`src/rtl/wvb_pkg.sv`:
```
// Shared definitions for the waveform buffer readout path: header field
// placement, readout FSM encoding and the end-of-event flag position.
package wvb_pkg;

    typedef enum logic [1:0] {
        ST_IDLE     = 2'd0,
        ST_HDR_WAIT = 2'd1,
        ST_STREAM   = 2'd2
    } wvb_state_e;

    localparam int HDR_STOP_LSB = 0;
    localparam int EOE_BIT      = 0;

    // The start address sits directly above the stop address in the header.
    function automatic int hdr_start_lsb(input int adr_width);
        return HDR_STOP_LSB + adr_width;
    endfunction

endpackage

```
`src/rtl/wvb_rd_skid_fifo.sv`:
```
// Small skid FIFO that absorbs RAM read data still in flight when the
// downstream stream stalls.
module wvb_rd_skid_fifo #(
    parameter int P_DEPTH = 2,
    parameter int P_WIDTH = 30,
    parameter int P_CNT_W = $clog2(P_DEPTH + 1)
) (
    input  logic               clk,
    input  logic               rst_n,
    input  logic               push_i,
    input  logic [P_WIDTH-1:0] wr_data_i,
    input  logic               pop_i,
    output logic [P_WIDTH-1:0] rd_data_o,
    output logic [P_CNT_W-1:0] count_o,
    output logic               empty_o
);

    localparam int PTR_W = (P_DEPTH > 1) ? $clog2(P_DEPTH) : 1;

    logic [P_WIDTH-1:0] mem_q [P_DEPTH];
    logic [PTR_W-1:0]   wr_ptr_q;
    logic [PTR_W-1:0]   rd_ptr_q;
    logic [P_CNT_W-1:0] count_q;
    logic               pop_ok_s;
    logic               push_ok_s;

    // Depth need not be a power of two, so pointers wrap explicitly.
    function automatic logic [PTR_W-1:0] ptr_inc(input logic [PTR_W-1:0] p);
        if (p == PTR_W'(P_DEPTH - 1)) begin
            return PTR_W'(0);
        end else begin
            return p + PTR_W'(1);
        end
    endfunction

    // Qualify push/pop against occupancy
    always_comb begin
        pop_ok_s  = pop_i && (count_q != P_CNT_W'(0));
        push_ok_s = push_i && ((count_q != P_CNT_W'(P_DEPTH)) || pop_ok_s);
    end

    // Storage, pointers and occupancy count
    always_ff @(posedge clk or negedge rst_n) begin
        if (!rst_n) begin
            for (int i = 0; i < P_DEPTH; i++) begin
                mem_q[i] <= P_WIDTH'(0);
            end
            wr_ptr_q <= PTR_W'(0);
            rd_ptr_q <= PTR_W'(0);
            count_q  <= P_CNT_W'(0);
        end else begin
            if (push_ok_s) begin
                mem_q[wr_ptr_q] <= wr_data_i;
                wr_ptr_q        <= ptr_inc(wr_ptr_q);
            end
            if (pop_ok_s) begin
                rd_ptr_q <= ptr_inc(rd_ptr_q);
            end
            case ({push_ok_s, pop_ok_s})
                2'b10:   count_q <= count_q + P_CNT_W'(1);
                2'b01:   count_q <= count_q - P_CNT_W'(1);
                default: count_q <= count_q;
            endcase
        end
    end

    assign rd_data_o = mem_q[rd_ptr_q];
    assign count_o   = count_q;
    assign empty_o   = (count_q == P_CNT_W'(0));

endmodule

```
`src/rtl/wvb_readout_ctrl.sv`:
```
// Readout sequencer: pops a header, reads its sample range out of the
// waveform RAM (wrapping) and streams it with sop/eop framing.
module wvb_readout_ctrl
    import wvb_pkg::*;
#(
    parameter int P_DATA_WIDTH = 28,
    parameter int P_ADR_WIDTH  = 15,
    parameter int P_HDR_WIDTH  = 87,
    parameter int P_RD_LATENCY = 1
) (
    input  logic                    clk,
    input  logic                    rst_n,
    input  logic                    en_i,
    input  logic                    hdr_empty_i,
    output logic                    hdr_rdreq_o,
    input  logic [P_HDR_WIDTH-1:0]  hdr_data_i,
    output logic [P_ADR_WIDTH-1:0]  wvb_rd_addr_o,
    input  logic [P_DATA_WIDTH-1:0] wvb_data_i,
    output logic [P_HDR_WIDTH-1:0]  out_hdr_o,
    output logic [P_DATA_WIDTH-1:0] out_data_o,
    output logic                    out_valid_o,
    input  logic                    out_ready_i,
    output logic                    out_sop_o,
    output logic                    out_eop_o,
    output logic [P_ADR_WIDTH-1:0]  done_ptr_o,
    output logic                    busy_o,
    output logic                    err_eoe_o
);

    localparam int DEPTH     = P_RD_LATENCY + 1;
    localparam int FW        = P_DATA_WIDTH + 2;
    localparam int CNT_W     = $clog2(DEPTH + 1);
    localparam int LEN_W     = P_ADR_WIDTH + 1;
    localparam int START_LSB = hdr_start_lsb(P_ADR_WIDTH);

    wvb_state_e             state_q, state_d;
    logic [P_ADR_WIDTH-1:0] rd_ptr_q, rd_ptr_d;
    logic [LEN_W-1:0]       remain_q, remain_d;
    logic                   first_q, first_d;
    logic [P_ADR_WIDTH-1:0] stop_q, stop_d;
    logic [P_HDR_WIDTH-1:0] hdr_q, hdr_d;
    logic [P_ADR_WIDTH-1:0] done_ptr_q;
    logic                   err_eoe_q;

    logic [P_RD_LATENCY-1:0] pipe_vld_q;
    logic [P_RD_LATENCY-1:0] pipe_sop_q;
    logic [P_RD_LATENCY-1:0] pipe_eop_q;

    logic                    hdr_rdreq_s;
    logic                    issue_s;
    logic                    accept_s;
    logic [CNT_W-1:0]        in_flight_s;
    logic [CNT_W-1:0]        occ_after_s;
    logic [P_ADR_WIDTH-1:0]  hdr_start_s;
    logic [P_ADR_WIDTH-1:0]  hdr_stop_s;

    logic [FW-1:0]           fifo_wr_s;
    logic [FW-1:0]           fifo_rd_s;
    logic [CNT_W-1:0]        fifo_count_s;
    logic                    fifo_empty_s;
    logic                    fifo_sop_s;
    logic                    fifo_eop_s;
    logic [P_DATA_WIDTH-1:0] fifo_data_s;

    assign hdr_start_s = hdr_data_i[START_LSB +: P_ADR_WIDTH];
    assign hdr_stop_s  = hdr_data_i[HDR_STOP_LSB +: P_ADR_WIDTH];

    assign {fifo_sop_s, fifo_eop_s, fifo_data_s} = fifo_rd_s;
    assign accept_s = !fifo_empty_s && out_ready_i;

    // Reads still in the RAM pipe or parked in the skid FIFO; a new read is
    // only issued when its slot is guaranteed, counting this cycle's accept.
    always_comb begin
        in_flight_s = fifo_count_s;
        for (int i = 0; i < P_RD_LATENCY; i++) begin
            in_flight_s = in_flight_s + CNT_W'(pipe_vld_q[i]);
        end
        occ_after_s = in_flight_s - CNT_W'(accept_s);
        issue_s     = (state_q == ST_STREAM) && (remain_q != LEN_W'(0)) &&
                      (occ_after_s < CNT_W'(DEPTH));
    end

    // Next-state logic for the readout sequencer
    always_comb begin
        state_d     = state_q;
        rd_ptr_d    = rd_ptr_q;
        remain_d    = remain_q;
        first_d     = first_q;
        stop_d      = stop_q;
        hdr_d       = hdr_q;
        hdr_rdreq_s = 1'b0;
        case (state_q)
            ST_IDLE: begin
                if (en_i && !hdr_empty_i) begin
                    hdr_rdreq_s = 1'b1;
                    state_d     = ST_HDR_WAIT;
                end else begin
                    state_d = ST_IDLE;
                end
            end
            ST_HDR_WAIT: begin
                hdr_d    = hdr_data_i;
                stop_d   = hdr_stop_s;
                rd_ptr_d = hdr_start_s;
                // Modular distance plus one: 1..2^P_ADR_WIDTH samples.
                remain_d = {1'b0, hdr_stop_s - hdr_start_s} + LEN_W'(1);
                first_d  = 1'b1;
                state_d  = ST_STREAM;
            end
            ST_STREAM: begin
                if (issue_s) begin
                    rd_ptr_d = rd_ptr_q + P_ADR_WIDTH'(1);
                    remain_d = remain_q - LEN_W'(1);
                    first_d  = 1'b0;
                end else begin
                    rd_ptr_d = rd_ptr_q;
                end
                if (accept_s && fifo_eop_s) begin
                    state_d = ST_IDLE;
                end else begin
                    state_d = ST_STREAM;
                end
            end
            default: begin
                state_d = ST_IDLE;
            end
        endcase
    end

    // Sequencer state and current waveform context
    always_ff @(posedge clk or negedge rst_n) begin
        if (!rst_n) begin
            state_q  <= ST_IDLE;
            rd_ptr_q <= P_ADR_WIDTH'(0);
            remain_q <= LEN_W'(0);
            first_q  <= 1'b0;
            stop_q   <= P_ADR_WIDTH'(0);
            hdr_q    <= P_HDR_WIDTH'(0);
        end else begin
            state_q  <= state_d;
            rd_ptr_q <= rd_ptr_d;
            remain_q <= remain_d;
            first_q  <= first_d;
            stop_q   <= stop_d;
            hdr_q    <= hdr_d;
        end
    end

    // Framing tags travel alongside the RAM read latency
    always_ff @(posedge clk or negedge rst_n) begin
        if (!rst_n) begin
            pipe_vld_q <= P_RD_LATENCY'(0);
            pipe_sop_q <= P_RD_LATENCY'(0);
            pipe_eop_q <= P_RD_LATENCY'(0);
        end else begin
            pipe_vld_q[0] <= issue_s;
            pipe_sop_q[0] <= issue_s && first_q;
            pipe_eop_q[0] <= issue_s && (remain_q == LEN_W'(1));
            for (int i = 1; i < P_RD_LATENCY; i++) begin
                pipe_vld_q[i] <= pipe_vld_q[i-1];
                pipe_sop_q[i] <= pipe_sop_q[i-1];
                pipe_eop_q[i] <= pipe_eop_q[i-1];
            end
        end
    end

    assign fifo_wr_s = {pipe_sop_q[P_RD_LATENCY-1], pipe_eop_q[P_RD_LATENCY-1], wvb_data_i};

    wvb_rd_skid_fifo #(
        .P_DEPTH (DEPTH),
        .P_WIDTH (FW),
        .P_CNT_W (CNT_W)
    ) u_skid (
        .clk       (clk),
        .rst_n     (rst_n),
        .push_i    (pipe_vld_q[P_RD_LATENCY-1]),
        .wr_data_i (fifo_wr_s),
        .pop_i     (accept_s),
        .rd_data_o (fifo_rd_s),
        .count_o   (fifo_count_s),
        .empty_o   (fifo_empty_s)
    );

    // Free-space pointer for the writer and sticky eoe consistency flag
    always_ff @(posedge clk or negedge rst_n) begin
        if (!rst_n) begin
            done_ptr_q <= P_ADR_WIDTH'(0);
            err_eoe_q  <= 1'b0;
        end else begin
            if (accept_s && fifo_eop_s) begin
                done_ptr_q <= stop_q + P_ADR_WIDTH'(1);
            end
            if (accept_s && (fifo_data_s[EOE_BIT] != fifo_eop_s)) begin
                err_eoe_q <= 1'b1;
            end
        end
    end

    assign hdr_rdreq_o   = hdr_rdreq_s;
    assign wvb_rd_addr_o = rd_ptr_q;
    assign out_hdr_o     = hdr_q;
    assign out_data_o    = fifo_data_s;
    assign out_valid_o   = !fifo_empty_s;
    assign out_sop_o     = fifo_sop_s;
    assign out_eop_o     = fifo_eop_s;
    assign done_ptr_o    = done_ptr_q;
    assign busy_o        = (state_q != ST_IDLE);
    assign err_eoe_o     = err_eoe_q;

endmodule

```
`config.mk`:
```
export PLATFORM = sky130hd
export DESIGN_NAME = wvb_readout_ctrl
export DESIGN_NICKNAME = d
export VERILOG_FILES = /design/src/rtl/wvb_pkg.sv /design/src/rtl/wvb_rd_skid_fifo.sv /design/src/rtl/wvb_readout_ctrl.sv
export SDC_FILE = /design/constraint.sdc
export NUM_CORES = 1
export LEC_CHECK = 0
export CAP_MARGIN = 40
export CORE_MARGIN = 2
export CORE_UTILIZATION = 53
export CTS_CLUSTER_DIAMETER = 120
export DETAILED_ROUTE_END_ITERATION = 12
export PLACE_DENSITY = 0.95
export SKIP_LAST_GASP = 1
export SYNTH_ARGS = -nofsm -noshare
export SYNTH_HDL_FRONTEND = slang
export SYNTH_SLANG_ARGS = --single-unit
```
`constraint.sdc`:
```
create_clock -name clk -period 4.5 [get_ports clk]
set_input_delay 0.9 -clock clk [delete_from_list [all_inputs] [get_ports clk]]
set_output_delay 0.9 -clock clk [all_outputs]
set_load 0.05 [all_outputs]
```
==> reports/qor.log <==
[cts] count of cells resized by post-cts repair 0
[logic_synthesis] warnings from Yosys 0
[cts] CTS buffer count 22
[logic_synthesis] cell area after synthesis 10100 µm²
[sta] max_slew headroom 43.0%
[floorplanning] die height 142 µm
[logic_synthesis] multiplexer share of the synthesized area 10.2%
[cts] TritonCTS clock tree done
[layout] Area growth, synth to finish 36.6%
[place] number of buffers added on ports 270
[logic_synthesis] Post-synth EDFFs 0
[sta] final-report max-slew violation count 0
[logic_synthesis] complex-gate fraction of the synthesized area 10.9%
[flow_run] max-capacitance violation count 0
[routing] detailed-router iteration count before antenna repair 5
[hold_path] Hold Path Class input port to asynchronous set/reset pin
[place] Cell Area, Placed 13000 µm²
[cts] maximum level of the CTS H-tree 1
[cts] clock network latency to the later pin of the worst-skew pair 0.50 ns
[sta] worst setup skew after layout 0.0123 ns
[floorplanning] floorplan die width 142 µm
[logic_synthesis] cell types with the highest counts after synthesis sky130_fd_sc_hd__nand2_1, sky130_fd_sc_hd__dfrtp_1, sky130_fd_sc_hd__mux2_2
[cts] CTS Hold Buffers Added 0
[logic_synthesis] cell with the most instances after synthesis sky130_fd_sc_hd__nand2_1
[logic_synthesis] leading post-synthesis cells by cell area sky130_fd_sc_hd__dfrtp_1, sky130_fd_sc_hd__nand2_1, sky130_fd_sc_hd__mux2_2
[floorplanning] io pins 271
[setup_path] Critical R2R Launch u_skid.count_o[1]
[setup_path] setup slack on the worst flop-to-flop path 1.59 ns
[place] hpwl dp 20200 µm
[routing] detailed-route via count 8764
[setup_path] endpoint of the worst-slack reg-to-reg timing path wvb_rd_addr_o[5]
[logic_synthesis] sequential element share of the synthesized area 50.5%
[setup_path] worst setup path start u_skid.rd_ptr_q
[pwr] Worst IR Drop VDD 0.000488 V
[setup_path] category of the worst setup path launch point register
[sta] hold slack final 0.289 ns
[logic_synthesis] Cells after Synth 1054
[layout] final design area excluding fillers 13800 µm²
[layout] share of final-layout standard cells stronger than drive strength 1 12.4%
[sta] Final setup violation count 0
[logic_synthesis] fraction of the mapped netlist area in adder cells 2.67%
[setup_path] crit path DAT 2.78 ns
[floorplanning] initial core utilization 54.1%
[routing] DRT antenna net count 0
[logic_synthesis] count of cell types in the netlist 68
[setup_path] crit path kind register to output pin
[routing] DRC violations left 0
[logic_synthesis] total of flip-flops plus latches after synthesis 204
[setup_path] critical path capture point type output pin
[sta] final period demand of the worst path 3.68 ns
[sta] count of endpoints failing hold in the final timing report 0
[grt] antenna violations before repair 0
[sta] Max Freq 272 MHz
[sta] Setup TNS Final 0 ns
[floorplanning] CORE AREA 18700 µm²
[floorplanning] num rows 50
[cts] total clock sinks 204
[cts] root buf cell sky130_fd_sc_hd__clkbuf_16
[logic_synthesis] Synth Flop Type sky130_fd_sc_hd__dfrtp_1
[routing] WL final 28300 µm
[logic_synthesis] dominant combinational cell family by area after synthesis simple AND/OR/NAND/NOR gates
[routing] via/cell ratio 5.63
[sta] setup repair after global routing missed its margin no
[logic_synthesis] portion of synthesized cell area occupied by the leading cell type 50.5%
[setup_path] worst setup path endpoint out_data_o[1]
[setup_path] cell count of the worst reg-to-reg path 12
[pwr] overall power of the completed layout 12000 µW
[layout] final cell count without fillers 1556
[logic_synthesis] asr flop ratio synth 100%
[cts] post-CTS clock slew at the launch and capture registers of the worst setup and hold paths 0.06 ns
[place] count of placed standard cells including taps 1516
[logic_synthesis] Mean Syn Cell Area 9.60 µm²
[logic_synthesis] simple-gate share of the synthesized area 18.5%
[layout] Antenna Cells 0
[cts] maximum clock path buffer count 3
[setup_path] CP required 3.60 ns
[place] routability cong. 0.912
[pwr] static leakage 0.00612 µW
[pwr] power density normalized to cell area 872 nW/µm²
[logic_synthesis] Post-Synth XOR/XNOR Area 3.55%
[grt] combined global-route utilization of all metal layers 27.3%
[logic_synthesis] cell type contributing the most total cell area after synthesis sky130_fd_sc_hd__dfrtp_1
[grt] global-route wire length before repair 44600 µm
[routing] initial detailed-routing violation count 548
[logic_synthesis] Synthesized Nets 1195
[grt] grt ovf 0
[grt] number of global-route vias before repair 8766
[sta] share of the cycle needed by the critical path after routing 81.8%
[grt] largest net degree at the start of global routing 103
[setup_path] worst-path fanout max 18
[layout] Final nets 1447
[status] run status completed
[sta] measured slew at the worst slew-check pin 0.852 ns
[routing] Wirelength per Cell 18.2 µm
[cts] Post-CTS Setup Bufs 0
[floorplanning] die area 20200 µm²
[report_power, final]
part           total [µW]  switching, µW  internal (µW)
Sequential           3400            670           2730
Combinational        6760           4360           2400
Clock                1890            717           1180
[worst max-delay path: stages (launching register included)]
cell	delay, ns
sky130_fd_sc_hd__dfrtp_1	0.77
sky130_fd_sc_hd__buf_4	0.39
sky130_fd_sc_hd__mux2_2	0.39
sky130_fd_sc_hd__clkdlybuf4s50_1	0.73
[final cells by class]
cell class                      count  area [µm²]
Tap cell                          234         293
Clock buffer                       33         653
Multi-Input combinational cell    762        4650
Timing Repair Buffer              285        2880
Fill cell                        1249        4890
Sequential cell                   204        5100
Clock inverter                      7         118
Inverter                           31         116
[cells by family after synthesis]
family,Yosys count
and+or+nand+nor,430
adders and majority gates,21
muxes,92
xor gates and xnor gates,41
buffers and inverters,88
DFF,204
AOI/OAI and AO/OA,178
[metal layers]
layer	part of all wire (%)	vias to the layer above	track usage, %
met2	51	365	48.6
met1	39	4246	34.0
met3	7.0	58	4.71
met4	2.8	0	8.26
li1	-	4095	-
met5	0	-	0
[cells in the final DEF, fill, tap and decap left out, types with 6 or more instances in the layout]
cell,n
sky130_fd_sc_hd__clkbuf_1,6
sky130_fd_sc_hd__clkdlybuf4s50_1,269
sky130_fd_sc_hd__buf_4,11
sky130_fd_sc_hd__xnor2_1,23
sky130_fd_sc_hd__nand2_1,284
sky130_fd_sc_hd__nand4_1,13
sky130_fd_sc_hd__ha_1,20
sky130_fd_sc_hd__nand3_1,18
sky130_fd_sc_hd__o21ai_0,59
sky130_fd_sc_hd__xor2_1,18
sky130_fd_sc_hd__nor2_1,45
sky130_fd_sc_hd__nor3_1,11
sky130_fd_sc_hd__nand2b_1,9
sky130_fd_sc_hd__mux2_2,90
sky130_fd_sc_hd__a21oi_1,62
sky130_fd_sc_hd__o22ai_1,9
sky130_fd_sc_hd__and3_1,9
sky130_fd_sc_hd__inv_1,30
sky130_fd_sc_hd__dfrtp_1,204
sky130_fd_sc_hd__clkbuf_16,23
[how the worst min path moves through the flow]
stage / from / end / slack [ns] / cells after the start
floorplan: first_q / first_q / 0.44 / 2
global placement: err_eoe_o / err_eoe_o / 0.44 / 1
detailed placement: first_q / first_q / 0.46 / 2
CTS: rst_n / u_skid.mem_q[25] / 0.28 / 1
global route: rst_n / u_skid.mem_q[22] / 0.29 / 1
finish: rst_n / u_skid.mem_q[20] / 0.29 / 1
[registers in the layout (all words and copies together), names as in the netlist]
signal,flops
u_skid.count_o,2
pipe_vld_q,1
state_q,2
stop_q,14
u_skid.wr_ptr_q,1
pipe_sop_q,1
u_skid.rd_ptr_q,1
done_ptr_o,15
err_eoe_o,1
pipe_eop_q,1
wvb_rd_addr_o,15
remain_q,16
u_skid.mem_q,60
out_hdr_o,73
first_q,1
[per-stage QoR]
| step | worst slack [ns] | utilization, % |
|---|---|---|
| after floorplan | 1.34 | - |
| after global placement | 0.606 | 69.4 |
| after detailed placement | 0.569 | 69.7 |
| after CTS | 0.819 | 73.9 |
| after global routing | 0.729 | 73.9 |
| final | 0.821 | 73.9 |
Power figures use the tool's default switching activity.
